**src/rtl/cp0_reg_pkg.sv**
```systemverilog
// Shared constants for the CP0 register file: register addresses, encoded
// exception types from MEM, and the ExcCode values they commit as.
package cp0_reg_pkg;

    localparam logic [4:0] CP0_REG_COUNT   = 5'd9;
    localparam logic [4:0] CP0_REG_COMPARE = 5'd11;
    localparam logic [4:0] CP0_REG_STATUS  = 5'd12;
    localparam logic [4:0] CP0_REG_CAUSE   = 5'd13;
    localparam logic [4:0] CP0_REG_EPC     = 5'd14;
    localparam logic [4:0] CP0_REG_PRID    = 5'd15;
    localparam logic [4:0] CP0_REG_CONFIG  = 5'd16;

    localparam logic [31:0] EXC_TYPE_INT     = 32'h0000_0001;
    localparam logic [31:0] EXC_TYPE_SYSCALL = 32'h0000_0008;
    localparam logic [31:0] EXC_TYPE_RI      = 32'h0000_000a;
    localparam logic [31:0] EXC_TYPE_OV      = 32'h0000_000c;
    localparam logic [31:0] EXC_TYPE_TR      = 32'h0000_000d;
    localparam logic [31:0] EXC_TYPE_ERET    = 32'h0000_000e;

    localparam logic [4:0] EXC_CODE_INT     = 5'd0;
    localparam logic [4:0] EXC_CODE_SYSCALL = 5'd8;
    localparam logic [4:0] EXC_CODE_RI      = 5'd10;
    localparam logic [4:0] EXC_CODE_OV      = 5'd12;
    localparam logic [4:0] EXC_CODE_TR      = 5'd13;

    typedef struct packed {
        logic       commit;
        logic [4:0] code;
    } exc_decode_t;

    // Maps an encoded exception type to whether it commits and its ExcCode.
    function automatic exc_decode_t decode_exc(input logic [31:0] excepttype);
        exc_decode_t d;
        d.commit = 1'b1;
        d.code   = EXC_CODE_INT;
        case (excepttype)
            EXC_TYPE_INT:     d.code = EXC_CODE_INT;
            EXC_TYPE_SYSCALL: d.code = EXC_CODE_SYSCALL;
            EXC_TYPE_RI:      d.code = EXC_CODE_RI;
            EXC_TYPE_OV:      d.code = EXC_CODE_OV;
            EXC_TYPE_TR:      d.code = EXC_CODE_TR;
            default:          d.commit = 1'b0;
        endcase
        return d;
    endfunction

endpackage

```
**src/rtl/cp0_reg.sv**
```systemverilog
// Coprocessor 0 register file: Count/Compare timer, Status/Cause/EPC with
// precise exception commit from MEM, and a combinational MFC0 read port.
module cp0_reg
    import cp0_reg_pkg::*;
#(
    parameter logic [31:0] PRID_VALUE   = 32'h004C0102,
    parameter logic [31:0] CONFIG_RESET = 32'h00008000,
    parameter logic [31:0] STATUS_RESET = 32'h10000000
) (
    input  logic        clk,
    input  logic        rst,
    input  logic        we_i,
    input  logic [4:0]  waddr_i,
    input  logic [31:0] data_i,
    input  logic [4:0]  raddr_i,
    input  logic [5:0]  int_i,
    input  logic [31:0] excepttype_i,
    input  logic [31:0] current_pc_i,
    input  logic        is_in_delayslot_i,
    output logic [31:0] data_o,
    output logic [31:0] count_o,
    output logic [31:0] compare_o,
    output logic [31:0] status_o,
    output logic [31:0] cause_o,
    output logic [31:0] epc_o,
    output logic [31:0] config_o,
    output logic [31:0] prid_o,
    output logic        timer_int_o
);

    exc_decode_t exc;
    logic        is_eret;
    logic [31:0] exc_epc;

    always_comb begin
        exc     = decode_exc(excepttype_i);
        is_eret = (excepttype_i == EXC_TYPE_ERET);
        exc_epc = is_in_delayslot_i ? (current_pc_i - 32'd4) : current_pc_i;
    end

    always_ff @(posedge clk) begin
        if (!rst) begin
            count_o <= 32'd0;
        end else if (we_i && waddr_i == CP0_REG_COUNT) begin
            count_o <= data_i;
        end else begin
            count_o <= count_o + 32'd1;
        end
    end

    // A Compare write both acknowledges the interrupt and beats a same-cycle match.
    always_ff @(posedge clk) begin
        if (!rst) begin
            compare_o   <= 32'd0;
            timer_int_o <= 1'b0;
        end else if (we_i && waddr_i == CP0_REG_COMPARE) begin
            compare_o   <= data_i;
            timer_int_o <= 1'b0;
        end else if (compare_o != 32'd0 && count_o == compare_o) begin
            timer_int_o <= 1'b1;
        end
    end

    // Exception commit is placed after the MTC0 write so it wins on shared fields.
    always_ff @(posedge clk) begin
        if (!rst) begin
            status_o <= STATUS_RESET;
            cause_o  <= 32'd0;
            epc_o    <= 32'd0;
        end else begin
            cause_o[15:10] <= int_i;
            if (we_i) begin
                case (waddr_i)
                    CP0_REG_STATUS: status_o <= data_i;
                    CP0_REG_CAUSE: begin
                        cause_o[23:22] <= data_i[23:22];
                        cause_o[9:8]   <= data_i[9:8];
                    end
                    CP0_REG_EPC:    epc_o <= data_i;
                    default: ;
                endcase
            end
            if (exc.commit) begin
                if (!status_o[1]) begin
                    epc_o      <= exc_epc;
                    cause_o[31] <= is_in_delayslot_i;
                end
                status_o[1]  <= 1'b1;
                cause_o[6:2] <= exc.code;
            end else if (is_eret) begin
                status_o[1] <= 1'b0;
            end
        end
    end

    always_ff @(posedge clk) begin
        if (!rst) begin
            config_o <= CONFIG_RESET;
            prid_o   <= PRID_VALUE;
        end
    end

    always_comb begin
        data_o = 32'd0;
        case (raddr_i)
            CP0_REG_COUNT:   data_o = count_o;
            CP0_REG_COMPARE: data_o = compare_o;
            CP0_REG_STATUS:  data_o = status_o;
            CP0_REG_CAUSE:   data_o = cause_o;
            CP0_REG_EPC:     data_o = epc_o;
            CP0_REG_PRID:    data_o = prid_o;
            CP0_REG_CONFIG:  data_o = config_o;
            default:         data_o = 32'd0;
        endcase
    end

endmodule

```
**config.mk**
```make
export PLATFORM = sky130hd
export DESIGN_NAME = cp0_reg
export DESIGN_NICKNAME = d
export VERILOG_FILES = /design/src/rtl/cp0_reg_pkg.sv /design/src/rtl/cp0_reg.sv
export SDC_FILE = /design/constraint.sdc
export NUM_CORES = 1
export LEC_CHECK = 0
export CORE_MARGIN = 10
export CORE_UTILIZATION = 44
export CTS_BUF_LIST = sky130_fd_sc_hd__clkbuf_8 sky130_fd_sc_hd__clkbuf_16
export CTS_CLUSTER_SIZE = 16
export DETAILED_ROUTE_END_ITERATION = 8
export HOLD_SLACK_MARGIN = 0.02
export PLACE_DENSITY = 0.82
export REMOVE_ABC_BUFFERS = 1
export SYNTH_ARGS = -nofsm -noshare
export SYNTH_HDL_FRONTEND = slang
export SYNTH_SLANG_ARGS = --single-unit
```
**constraint.sdc**
```tcl
create_clock -name clk -period 4.3 [get_ports clk]
set_clock_uncertainty 0.1 [all_clocks]
set_input_delay 1.29 -clock clk [delete_from_list [all_inputs] [get_ports clk]]
set_output_delay 1.29 -clock clk [all_outputs]
set_load 0.02 [all_outputs]
```
== Word-level counts from Yosys, hierarchy flattened ==
Index checks and enable logic that the tools add are counted.

* Input bits: 116
* Output and inout bits: 257
* Bits in registers: 145

* Reduce and logical (&&, ||, !) cells: 12
* Add/sub/neg operators: 2
* Bitwise logic cells: 2
* Multiplexer cells: 13
* Eq/ne operators: 19

{| class="wikitable"
|+ Operator list
! kind !! count
|-
| 32-bit one-hot mux with 7 select lines || 1
|-
| 32-bit two-way mux || 6
|-
| 32-bit by 4-bit == test with 1-bit output, second input constant || 5
|-
| 5-bit by 4-bit == test with 1-bit output, second input constant || 11
|-
| 32-bit by 1-bit adder with 32-bit output, second input constant || 1
|-
| 32-bit by 1-bit == test with 1-bit output, second input constant || 1
|-
| 32-bit == test || 1
|-
| 32-bit nonzero test || 1
|-
| 32-bit by 3-bit subtractor with 32-bit output, second input constant || 1
|-
| 4-bit one-hot mux with 4 select lines || 1
|-
| 2-bit AND reduction || 4
|-
| 3-bit nonzero test || 2
|-
| 5-bit == test, second input constant || 1
|-
| 5-bit OR reduction || 1
|-
| 2-bit two-way mux || 2
|-
| 1-bit logical AND || 3
|-
| 1-bit two-way mux || 3
|-
| 1-bit inverter || 2
|-
| 2-bit OR reduction || 1
|}

== Longest topological paths before layout ==
* Depth in word-level cells: 5
* Gate-level depth with buffers: 7

== Worst setup path after synthesis ==
Ideal clock, no wire load.

* Path kind: input -> output
* Start point: input raddr_i[1]
* End point: output data_o[23]
* Arrival: 2.705 ns
* Buffers on the path: 3
* Setup slack: 0.205 ns
* Stages: 5
* Cell sequence: clkbuf_1 clkbuf_1 buf_2 mux2i_1 o22ai_1

* Word-level cells in the longest chain between the ends: 2
* Elaborated cells between the ends (all ways): 8
* Classes of those cells: eq/ne: 7; mux: 1

{| class="wikitable"
|+ RTL lines
! element !! line !! RTL
|-
| start: declaration || cp0_reg.sv:15 || <nowiki>input logic [4:0] raddr_i,</nowiki>
|-
| 5-bit == test or 5-bit by 4-bit == test with 1-bit output (tied branches) || cp0_reg.sv:105 || <nowiki>case (raddr_i)</nowiki>
|-
| 32-bit one-hot mux with 7 select lines * || cp0_reg.sv:105 ||
|-
| end: declaration || cp0_reg.sv:20 || <nowiki>output logic [31:0] data_o,</nowiki>
|}

Every way passes the cells marked *; elsewhere a longest branch is shown, timed or not.

== Final worst setup path ==
* Start point: input raddr_i[0]
* End point: output data_o[15]

The elaborated chain is that of the path after synthesis.

==> impl_metrics.toml <==
[detailed_routing]
num_vias = 8716
dr.first_iter.drc_count = 497
route.detailed.vias_per_inst = 5.48
ant_nets = 0
wl_per_cell_um = 22.1
firstDrtPassIters = 5
route.detailed.drc = 0
totalWireLength_mm = 35.1

[hold_path]
hold_class = "reg2reg"

[sta]
slew_headroom = 0.195
final_worst_path_cycle_share = 0.961
worst_pin_slew_ps = 1200
tns_ps = 0
final_period_minus_worst_setup_slack_ps = 4130
fmax_mhz = 242
hold_violations = 0
timing.final.setup_violations = 0
finalMaxSlewViolations = 0
setup_ws_ps = 168
rsz0062_at_grt = "false"

[finish]
final.fill_count = 1690
total_nets_final = 1433
instances_no_fill = 1590
num_antenna_cells = 0
drive_gt1_frac = 0.0958
fin_area_um2 = 12400
layout.core_utilization = 0.634
layout-area-overhead-vs-synth_pct = 40.7

[run_status]
outcome = "finished clean"

[logic_synthesis]
synth-warning-count = 0
synth.cell_area_um2 = 8830
postSynthRegisterBits = 144
async_flop_share = 0
synth-edff-count = 0
synth_cells = 1028
dominantRegCellSynth = "sky130_fd_sc_hd__dfxtp_1"
syn_area_per_cell_um2 = 8.59
post_synth_num_cell_types = 54
synth_seq_area_share = 0.327

[cts]
cts-htree-levels = 4
cts_tree = "done"
ctsLongestPathBuffers = 2
cts-root-buf = "sky130_fd_sc_hd__clkbuf_16"
tritoncts_num_sinks = 144
worst_skew_late_latency_ps = 430
cts.reportedPaths.clkPinSlew_ps = 60
cts-buffers-inserted = 17

[floorplanning]
overall_die_width_um = 162
design.core.area_um2 = 19600
floorplan.die_area_um2 = 26100
io_pins = 373
die-height_um = 162
num_rows = 51
start_util = 0.451

[power_and_ir_drop]
power.density_cell_area_nw_per_um2 = 265
power.static_leakage_nw = 4.99
switchingPower_mw = 0.843
power.share.switching = 0.256
ir_drop_mv = 0.280
clock_power_share = 0.436
power.combinational.fraction = 0.146
seq_power_share = 0.418
internal_power_mw = 2.45

[global_routing]
pin_count_of_the_biggest_net_entering_global_routing = 67
global_route.usage.total = 0.256
first_global_vias = 8683
antenna_found_initial = 0
gr-total-overflow = 0
grt_first_pass_wirelength_mm = 52.4

[worst_setup_path]
cp-end-kind = "output pin"
worst_path_largest_cell_delay_ps = 420
timing.critical_path.max_delay_family = "buffers and inverters"
cp.arrival_ps = 2740
critical_path_cell_sequence = "dlygate4sd2_1 > buf_4 > nor2_1 > a32oi_1 > nor3_1 > a31oi_1 > o21ai_0 > clkdlybuf4s15_2"
slowest_stage = "sky130_fd_sc_hd__dlygate4sd2_1"
worstPathMaxFanout = 8
start_kind = "input port"
worstPathRequired_ps = 2910
path_class = "in2out"
buf_inv_on_cp = 3

[place]
place.gp.congestion = 0.838
dp_worst_setup_slack_ps = -703
place_area_um2 = 11900
io_buffers = 291
hpwlAfterDp_mm = 26.6
post-place-cells = 1558

[job]
maxCapViolations = 0
area by class of cell:
class	instances	area, um2	share of cell area
inverter	4	15.0	0.00121
multi-input combinational	811	5420	0.436
tap	265	332	0.0267
clock inverter	9	95.1	0.00765
clock buffer	20	467	0.0376
sequential	144	2880	0.232
timing repair buffer	337	3210	0.259
power by group through the flow:
stage          combinational, mW  clock, mW  sequential (mW)
6_report                   0.479       1.43             1.38
5_1_grt                    0.508       1.52             1.38
4_1_cts                    0.470       1.45             1.38
3_5_place_dp               0.466          0             1.41
3_3_place_gp               0.461          0             1.40
2_1_floorplan              0.179          0             1.42
kinds of logic (layout without fill, tap and decap cells):
kind of cell | count (synthesis) | count (layout) | share of synthesized area
other cells | 2 | 81 | 0.000851
simple gates | 327 | 327 | 0.195
mux | 115 | 115 | 0.131
flops | 144 | 144 | 0.327
fa+ha+maj | 2 | 2 | 0.00283
buf+inv | 152 | 370 | 0.101
compound gates | 196 | 196 | 0.154
xor+xnor | 90 | 90 | 0.0893
timing repair:
action / CTS / global route
setup buffers: 0 / 2
gates resized for setup: 135 / 17
hold buffers: 0 / 0
setup endpoints to repair: 32 / 22
cloned: 0 / 1
pin swaps: 0 / 1
through the flow:
step | power, mW | hold slack (ps)
after CTS | 3.30 | 382
after floorplan | 1.60 | 448
after global routing | 3.40 | 402
final | 3.29 | 384
after global placement | 1.87 | 362
after detailed placement | 1.87 | 374
cells in the final DEF, fill, tap and decap left out, types with 7 or more instances in the layout:
cell | Yosys | final
sky130_fd_sc_hd__o22ai_1 | 16 | 15
sky130_fd_sc_hd__and3_1 | 12 | 11
sky130_fd_sc_hd__clkdlybuf4s50_1 | 0 | 253
sky130_fd_sc_hd__mux2i_1 | 114 | 114
sky130_fd_sc_hd__o211a_1 | 38 | 38
sky130_fd_sc_hd__nor2b_1 | 44 | 43
sky130_fd_sc_hd__a21oi_1 | 39 | 39
sky130_fd_sc_hd__o21ai_0 | 38 | 34
sky130_fd_sc_hd__and2_1 | 8 | 8
sky130_fd_sc_hd__buf_4 | 81 | 49
sky130_fd_sc_hd__nor3_1 | 10 | 7
sky130_fd_sc_hd__xor2_1 | 28 | 28
sky130_fd_sc_hd__a22oi_1 | 15 | 14
sky130_fd_sc_hd__clkbuf_16 | 0 | 17
sky130_fd_sc_hd__buf_2 | 13 | 20
sky130_fd_sc_hd__nand4b_1 | 8 | 8
sky130_fd_sc_hd__inv_1 | 4 | 7
sky130_fd_sc_hd__a21boi_0 | 35 | 35
sky130_fd_sc_hd__dfxtp_1 | 144 | 144
sky130_fd_sc_hd__conb_1 | 2 | 81
sky130_fd_sc_hd__nand4_1 | 25 | 25
sky130_fd_sc_hd__nand3_1 | 18 | 18
sky130_fd_sc_hd__nor4_1 | 20 | 20
sky130_fd_sc_hd__xnor2_1 | 62 | 62
sky130_fd_sc_hd__nand2_1 | 122 | 121
sky130_fd_sc_hd__nor2_1 | 30 | 29
tightest hold or removal path: cells and delay by family (launching register included):
family          cells  cell delay (ps)
flops               1              320
compound gates      1               70
simple gates        1               50
flip-flops by register name, indices dropped and copies added (netlist names):
name         count
epc_o           32
status_o        32
timer_int_o      1
count_o         32
compare_o       32
cause_o         15
worst paths after layout:
path          startpoint           to  slack (ps)  depth (start not counted)
min          status_o[8]  status_o[8]         380                          2
min reg2reg  status_o[8]  status_o[8]         380                          2
max           raddr_i[0]   data_o[15]         170                          8
max reg2reg   count_o[0]  count_o[28]        1600                          6
cells in the mapped netlist, types with 2 or more instances:
cell                       count  area share
sky130_fd_sc_hd__a21boi_0     35       0.030
sky130_fd_sc_hd__or4_4         2      0.0026
sky130_fd_sc_hd__a21oi_1      39       0.022
sky130_fd_sc_hd__conb_1        2     0.00085
sky130_fd_sc_hd__nand3_1      18       0.010
sky130_fd_sc_hd__xor2_1       28       0.028
sky130_fd_sc_hd__o211a_1      38       0.043
sky130_fd_sc_hd__nand2_1     122       0.052
sky130_fd_sc_hd__nor3_1       10      0.0057
sky130_fd_sc_hd__and4_1        4      0.0040
sky130_fd_sc_hd__xnor2_1      62       0.062
sky130_fd_sc_hd__buf_2        13      0.0074
sky130_fd_sc_hd__nand4_1      25       0.018
sky130_fd_sc_hd__mux2i_1     114        0.13
sky130_fd_sc_hd__dfxtp_1     144        0.33
sky130_fd_sc_hd__o21a_1        4      0.0034
sky130_fd_sc_hd__or2_2         3      0.0021
sky130_fd_sc_hd__nor4_1       20       0.014
sky130_fd_sc_hd__a22oi_1      15       0.013
sky130_fd_sc_hd__nor3b_1       3      0.0026
sky130_fd_sc_hd__ha_1          2      0.0028
sky130_fd_sc_hd__nor4b_1       2      0.0020
sky130_fd_sc_hd__or3_1         3      0.0021
sky130_fd_sc_hd__o22ai_1      16       0.011
sky130_fd_sc_hd__clkbuf_1     49       0.021
sky130_fd_sc_hd__inv_1         4      0.0017
sky130_fd_sc_hd__o21ai_0      38       0.022
sky130_fd_sc_hd__nand4b_1      8      0.0079
sky130_fd_sc_hd__buf_1         5      0.0021
sky130_fd_sc_hd__and2_1        8      0.0057
sky130_fd_sc_hd__a31oi_1       2      0.0014
sky130_fd_sc_hd__and3_1       12      0.0085
sky130_fd_sc_hd__nor2b_1      44       0.031
sky130_fd_sc_hd__buf_4        81       0.069
sky130_fd_sc_hd__nor2_1       30       0.013
sky130_fd_sc_hd__nand3b_1      5      0.0043
routing by layer:
layer	vias to the layer above	GRT usage	part of all wire
li1	4070	-	-
met1	4180	0.311	0.42
met2	412	0.426	0.47
met3	54	0.0761	0.085
met4	0	0.0786	0.024
met5	-	0	0
(Power assumes the default switching activity.)
